**src/rtl/cmd_seq_player.sv**
```systemverilog
// cmd_seq_player
//   Plays a loaded list of Knight command words into RemoteComm, one at a time.
//   Each command waits for its response byte, which is checked against POS_ACK.
//   Bad responses are counted, and the first failing slot is remembered.
//   A per-command watchdog ends the run if RemoteComm stalls.
//   The run ends with a one-clock done pulse and a pass flag.
// Ports
//   clk, rst                 clock, synchronous active-high reset
//   load_we/addr/data        command memory write port (only accepted while idle)
//   num_cmds, start, abort   playback control
//   cmd, snd_cmd             command word and 1-clk send strobe to RemoteComm
//   cmd_snt, resp_rdy, resp  RemoteComm status and response byte
//   busy, done, pass         run status
//   err_cnt, fail_idx        bad-response count, first failing slot
//   tmo_err, cur_idx         watchdog expiry flag, slot in flight
module cmd_seq_player #(
   parameter int unsigned       DEPTH       = 16,
   parameter int unsigned       CMD_W       = 16,
   parameter int unsigned       RESP_W      = 8,
   parameter logic [RESP_W-1:0] POS_ACK     = 8'hA5,
   parameter int unsigned       TMO_CYC     = 1_000_000,
   parameter bit                STOP_ON_ERR = 1'b1,
   localparam int unsigned      AW          = $clog2(DEPTH),
   localparam int unsigned      NW          = AW + 1
) (
   input  logic              clk,
   input  logic              rst,
   input  logic              load_we,
   input  logic [AW-1:0]     load_addr,
   input  logic [CMD_W-1:0]  load_data,
   input  logic [NW-1:0]     num_cmds,
   input  logic              start,
   input  logic              abort,
   output logic [CMD_W-1:0]  cmd,
   output logic              snd_cmd,
   input  logic              cmd_snt,
   input  logic              resp_rdy,
   input  logic [RESP_W-1:0] resp,
   output logic              busy,
   output logic              done,
   output logic              pass,
   output logic [NW-1:0]     err_cnt,
   output logic [AW-1:0]     fail_idx,
   output logic              tmo_err,
   output logic [AW-1:0]     cur_idx
);

   localparam int unsigned TW = $clog2(TMO_CYC + 1);

   typedef enum logic [2:0] {
      S_IDLE,
      S_SEND,
      S_WAIT_SNT,
      S_WAIT_RESP,
      S_NEXT,
      S_FIN
   } state_t;

   state_t           st;
   logic [CMD_W-1:0] mem [DEPTH];
   logic [NW-1:0]    num_q;
   logic [TW-1:0]    wdog;
   logic             cur_bad;
   logic             aborted;

   logic idle_c;
   logic waiting_c;
   logic abort_c;
   logic take_resp_c;
   logic resp_bad_c;
   logic wdog_exp_c;
   logic last_c;

   // Decode of the current state and handshake events
   assign idle_c      = (st == S_IDLE);
   assign waiting_c   = (st == S_WAIT_SNT) || (st == S_WAIT_RESP);
   // Abort is meaningful only while a run is active and not already finishing
   assign abort_c     = abort && !idle_c && (st != S_FIN);
   // A response arriving in the abort clock is dropped
   assign take_resp_c = waiting_c && resp_rdy && !abort_c;
   assign resp_bad_c  = (resp != POS_ACK);
   // Counter holds TMO_CYC-1 in the clock that would make it reach TMO_CYC
   assign wdog_exp_c  = waiting_c && !resp_rdy && (wdog == TW'(TMO_CYC - 1));
   assign last_c      = ({1'b0, cur_idx} == (num_q - NW'(1)));

   // Command memory; contents survive reset
   always_ff @(posedge clk) begin
      if (!rst && load_we && idle_c)
         mem[load_addr] <= load_data;
   end

   // Playback sequencer with registered outputs
   always_ff @(posedge clk) begin
      if (rst) begin
         st       <= S_IDLE;
         num_q    <= '0;
         wdog     <= '0;
         cur_bad  <= 1'b0;
         aborted  <= 1'b0;
         cmd      <= '0;
         snd_cmd  <= 1'b0;
         busy     <= 1'b0;
         done     <= 1'b0;
         pass     <= 1'b0;
         err_cnt  <= '0;
         fail_idx <= '0;
         tmo_err  <= 1'b0;
         cur_idx  <= '0;
      end else begin
         snd_cmd <= 1'b0;
         done    <= 1'b0;

         if (abort_c) begin
            aborted <= 1'b1;
            st      <= S_FIN;
         end else begin
            unique case (st)
               S_IDLE: begin
                  if (start && !abort) begin
                     num_q    <= num_cmds;
                     cur_idx  <= '0;
                     err_cnt  <= '0;
                     fail_idx <= '0;
                     tmo_err  <= 1'b0;
                     aborted  <= 1'b0;
                     cur_bad  <= 1'b0;
                     pass     <= 1'b0;
                     if (num_cmds == '0) begin
                        st <= S_FIN;
                     end else begin
                        busy <= 1'b1;
                        st   <= S_SEND;
                     end
                  end
               end

               S_SEND: begin
                  cmd     <= mem[cur_idx];
                  snd_cmd <= 1'b1;
                  wdog    <= '0;
                  cur_bad <= 1'b0;
                  st      <= S_WAIT_SNT;
               end

               // Response may overtake cmd_snt; accept it straight away
               S_WAIT_SNT: begin
                  wdog <= wdog + TW'(1);
                  if (resp_rdy)
                     st <= S_NEXT;
                  else if (wdog_exp_c)
                     st <= S_FIN;
                  else if (cmd_snt)
                     st <= S_WAIT_RESP;
               end

               S_WAIT_RESP: begin
                  wdog <= wdog + TW'(1);
                  if (resp_rdy)
                     st <= S_NEXT;
                  else if (wdog_exp_c)
                     st <= S_FIN;
               end

               S_NEXT: begin
                  if (cur_bad && STOP_ON_ERR) begin
                     st <= S_FIN;
                  end else if (last_c) begin
                     st <= S_FIN;
                  end else begin
                     cur_idx <= cur_idx + AW'(1);
                     st      <= S_SEND;
                  end
               end

               S_FIN: begin
                  done <= 1'b1;
                  busy <= 1'b0;
                  pass <= (err_cnt == '0) && !tmo_err && !aborted && !abort;
                  st   <= S_IDLE;
               end

               default: st <= S_IDLE;
            endcase

            // Response scoring; first failure of any kind owns fail_idx
            if (take_resp_c) begin
               cur_bad <= resp_bad_c;
               if (resp_bad_c) begin
                  if (err_cnt == '0)
                     fail_idx <= cur_idx;
                  if (err_cnt != NW'(DEPTH))
                     err_cnt <= err_cnt + NW'(1);
               end
            end

            if (wdog_exp_c) begin
               tmo_err <= 1'b1;
               if (err_cnt == '0)
                  fail_idx <= cur_idx;
            end
         end
      end
   end

endmodule

```
**config.mk**
```make
export PLATFORM = sky130hd
export DESIGN_NAME = cmd_seq_player
export DESIGN_NICKNAME = d
export VERILOG_FILES = /design/src/rtl/cmd_seq_player.sv
export SDC_FILE = /design/constraint.sdc
export NUM_CORES = 1
export LEC_CHECK = 0
export BUFFER_PORTS_ARGS = -buffer_cell sky130_fd_sc_hd__buf_2
export CAP_MARGIN = 0
export CELL_PAD_IN_SITES_DETAIL_PLACEMENT = 0
export CELL_PAD_IN_SITES_GLOBAL_PLACEMENT = 1
export CORE_MARGIN = 1.5
export CORE_UTILIZATION = 52
export DETAILED_ROUTE_END_ITERATION = 8
export GPL_TIMING_DRIVEN = 0
export PLACE_DENSITY = 0.84
export REMOVE_ABC_BUFFERS = 1
export SLEW_MARGIN = 20
export SYNTH_ARGS = -nofsm -noshare
export SYNTH_HDL_FRONTEND = slang
export SYNTH_SLANG_ARGS = --single-unit
```
**constraint.sdc**
```tcl
create_clock -name clk -period 3.55 [get_ports clk]
set_clock_uncertainty 0.1 [all_clocks]
set_input_delay 0.5325 -clock clk [delete_from_list [all_inputs] [get_ports clk]]
set_output_delay 0.5325 -clock clk [all_outputs]
set_load 0.01 [all_outputs]
```
==> run metrics <==
outcome finished clean; metal3 WL between 1500 and 2000 microns; Final Hold Vio Count 0; Worst Hold Path EP num_q[4]$_SDFFE_PP0P_; Post-Synth XOR/XNOR Area 0.0144; hold_buf cts 0; main combinational cell family by area after synthesis multiplexers; top post-synthesis cells by area edfxtp_1, mux4_2, dfxtp_1; Worst setup EP type flip-flop; final setup fails 0; first-pass GRT wire length between 40000 and 50000 microns; Core ar. approximately 24000 sq um; # IOs 74; vias per cell 5.90; most common cell after layout, fill and taps aside edfxtp_1; latest clock arrival within the worst-skew pair ~0.58 ns; post-synthesis sequential area ratio 0.704; critical path class reg -> reg; Yosys warnings 0; WL final 26800 microns; RR Endpoint mem[4][1]$_DFFE_PP_; ant diodes 0; # rows 57; compound-gate portion of the synthesized area 0.0489; CP cell instances nor3_1 -> and3b_1 -> nand3b_1 -> nor3_2 -> buf_4; clock sinks 320; Async SR Flop Fraction 0; most frequent cells in the layout edfxtp_1, buf_2, mux4_2; cell area after placement 13700 sq um; final worst-path cycle share 0.882; input/output buffers 73; area of the die 25400 sq um; TritonCTS Buffers 30; met2 WL roughly 13000 microns; share of cells above drive strength 1 0.255; WL per Instance approximately 22 microns; area grow syn2layout 15.0%; first-pass iteration count of the detailed router 6; DP HPWL 15900 microns; CTS tree done; Syn Area/Cell 16.7 sq um; die width around 160 microns; Max-Cap Viols 0; post-CTS sizing 0; Adder-Cell Fraction of Synth Area 0.00491; CP max FO 17; mux contribution to synthesized area 0.140; htree depth 1; Final TNS setup 0 ns; Synth Area in Simple Gates 0.0728; Yosys cell types 56; Crit path required time approximately 3.7 ns; crit start category flip-flop; clock buffer depth 3; antenna-violating nets left 0; total power draw about 8400 uW; cell area after layout 14700 sq um; unrepaired setup endpoints after global routing false; vias in the first global route 6970; post-synth top area share 0.603; PD cells ~580 nW/um^2; CP arrival approximately 3.3 ns; largest net degree at the start of global routing between 50 and 60; M1 WL between 10000 and 15000 microns; min-delay worst type in -> reg; Setup crit start st[2]$_SDFFE_PP0P_; Top Metal Used met4; prevailing post-synth register cell edfxtp_1; Reg clk slew, reported paths approximately 0.060 ns; Post-Syn Area between 10000 and 15000 sq um; CTS Root Cell clkbuf_16; Die Ht around 160 microns; Rel. slew slack 0.184; reg-to-reg startpoint st[2]$_SDFFE_PP0P_; Global Route Usage Sum 0.216; Pleak approximately 0.0048 uW; Hold Path Origin num_cmds[4]; nets just under 900; vias post-DR 7043; Initial Util 0.527; register bit count reported by yosys 320; min Tclk post-route 3.13 ns; initial antenna violation count 1; Fmax 319 MHz; Mapped Cells about 760; Post-synth EDFFs between 200 and 300; gpl congestion a little over 0.8; worst-path cell with the longest stage delay nor3_1; Largest stage delay, worst path approximately 0.65 ns; final core utilization 0.606; Slew @ Worst Pin between 1 and 1.5 ns; cell taking the most area after synthesis edfxtp_1; worst r2r path cells 5; DR iter-0 viols between 500 and 600; hold path cells 3; FF-to-FF setup slack 0.42 ns; peak supply drop ~0.46 mV; Post-CTS Setup Bufs 0; grt ovf 0; final routed DRC violation total 0; fin. max-slew vios 0
==> sequential cells by signal (all words and copies together), names as in the netlist <==
register  flops
st            3
num_q         5
busy          1
cur_idx       4
fail_idx      4
cmd          16
snd_cmd       1
cur_bad       1
err_cnt       5
wdog         20
mem         256
pass          1
tmo_err       1
aborted       1
done          1
==> synth_stat cells, types with 2 or more instances <==
cell,number
o21ai_0,9
edfxtp_1,256
nand3_1,20
inv_1,8
nor2_1,43
nand2b_1,4
o22ai_1,16
nand3b_1,3
mux4_2,64
buf_2,14
o31ai_1,2
nor4bb_1,4
o21ai_1,2
nor2b_1,3
nor4_1,7
nand2_1,34
or4_1,2
or3_1,7
clkbuf_1,19
and3_1,3
a21oi_1,31
a21boi_1,2
nand4_1,7
a21o_1,17
dfxtp_1,64
xor2_1,6
nand4b_1,4
o211ai_1,5
ha_1,5
and4_1,3
buf_1,4
xnor2_1,15
and2_1,3
nor3_1,21
mux2i_1,34
or3b_1,2
==> report_power, final <==
group	internal (uW)	leakage, uW	switching (uW)	total, uW
combinational	439	0.00146	530	970
sequential	4140	0.00282	114	4260
clock	1840	0.000481	1360	3200
==> cells by family after synthesis <==
family                     after synthesis
DFF                                    320
and+or+nand+nor                        178
muxes                                   98
AOI/OAI and AO/OA                       95
buffers and inverters                   46
xor gates and xnor gates                21
adders and majority gates                5
==> metrics by stage <==
stage                     setup WS, ns  hold slack (ns)  cells
after CTS                        0.382            0.122   1193
after global placement           -1.91            0.330   1122
after detailed placement         0.414            0.337   1138
after floorplan                 -0.709            0.331    725
final                            0.418            0.143   1193
after global routing             0.220            0.143   1193
==> how the worst max path moves through the flow <==
stage,endpoint,cells after the start
finish,mem[4][1]$_DFFE_PP_,5
global route,mem[0][1]$_DFFE_PP_,5
CTS,mem[0][12]$_DFFE_PP_,5
detailed placement,mem[0][2]$_DFFE_PP_,5
global placement,st[2]$_SDFFE_PP0P_,4
floorplan,st[2]$_SDFFE_PP0P_,4
==> routing by layer <==
metal | track usage | vias to the layer above
met3 | 0.0362 | 47
met1 | 0.303 | 3544
met4 | 0.0587 | 0
li1 | - | 3207
met5 | 0 | -
met2 | 0.353 | 245
==> layout make-up <==
cell class	instances	area [sq um]
fillers	1751	9520
repair buffers	89	572
inverters	8	30.0
clock buffers	34	766
multi-input cells	397	3680
well taps	324	405
flip-flops and latches	320	8980
clock inverters	21	226
==> critical path: cells and delay by family, from the launching register on <==
family,cells,cell delay (ns)
flops,1,0.51
simple gates,4,1.90
buf+inv,1,0.32
Note: power is estimated with default switching activity, not from simulation.
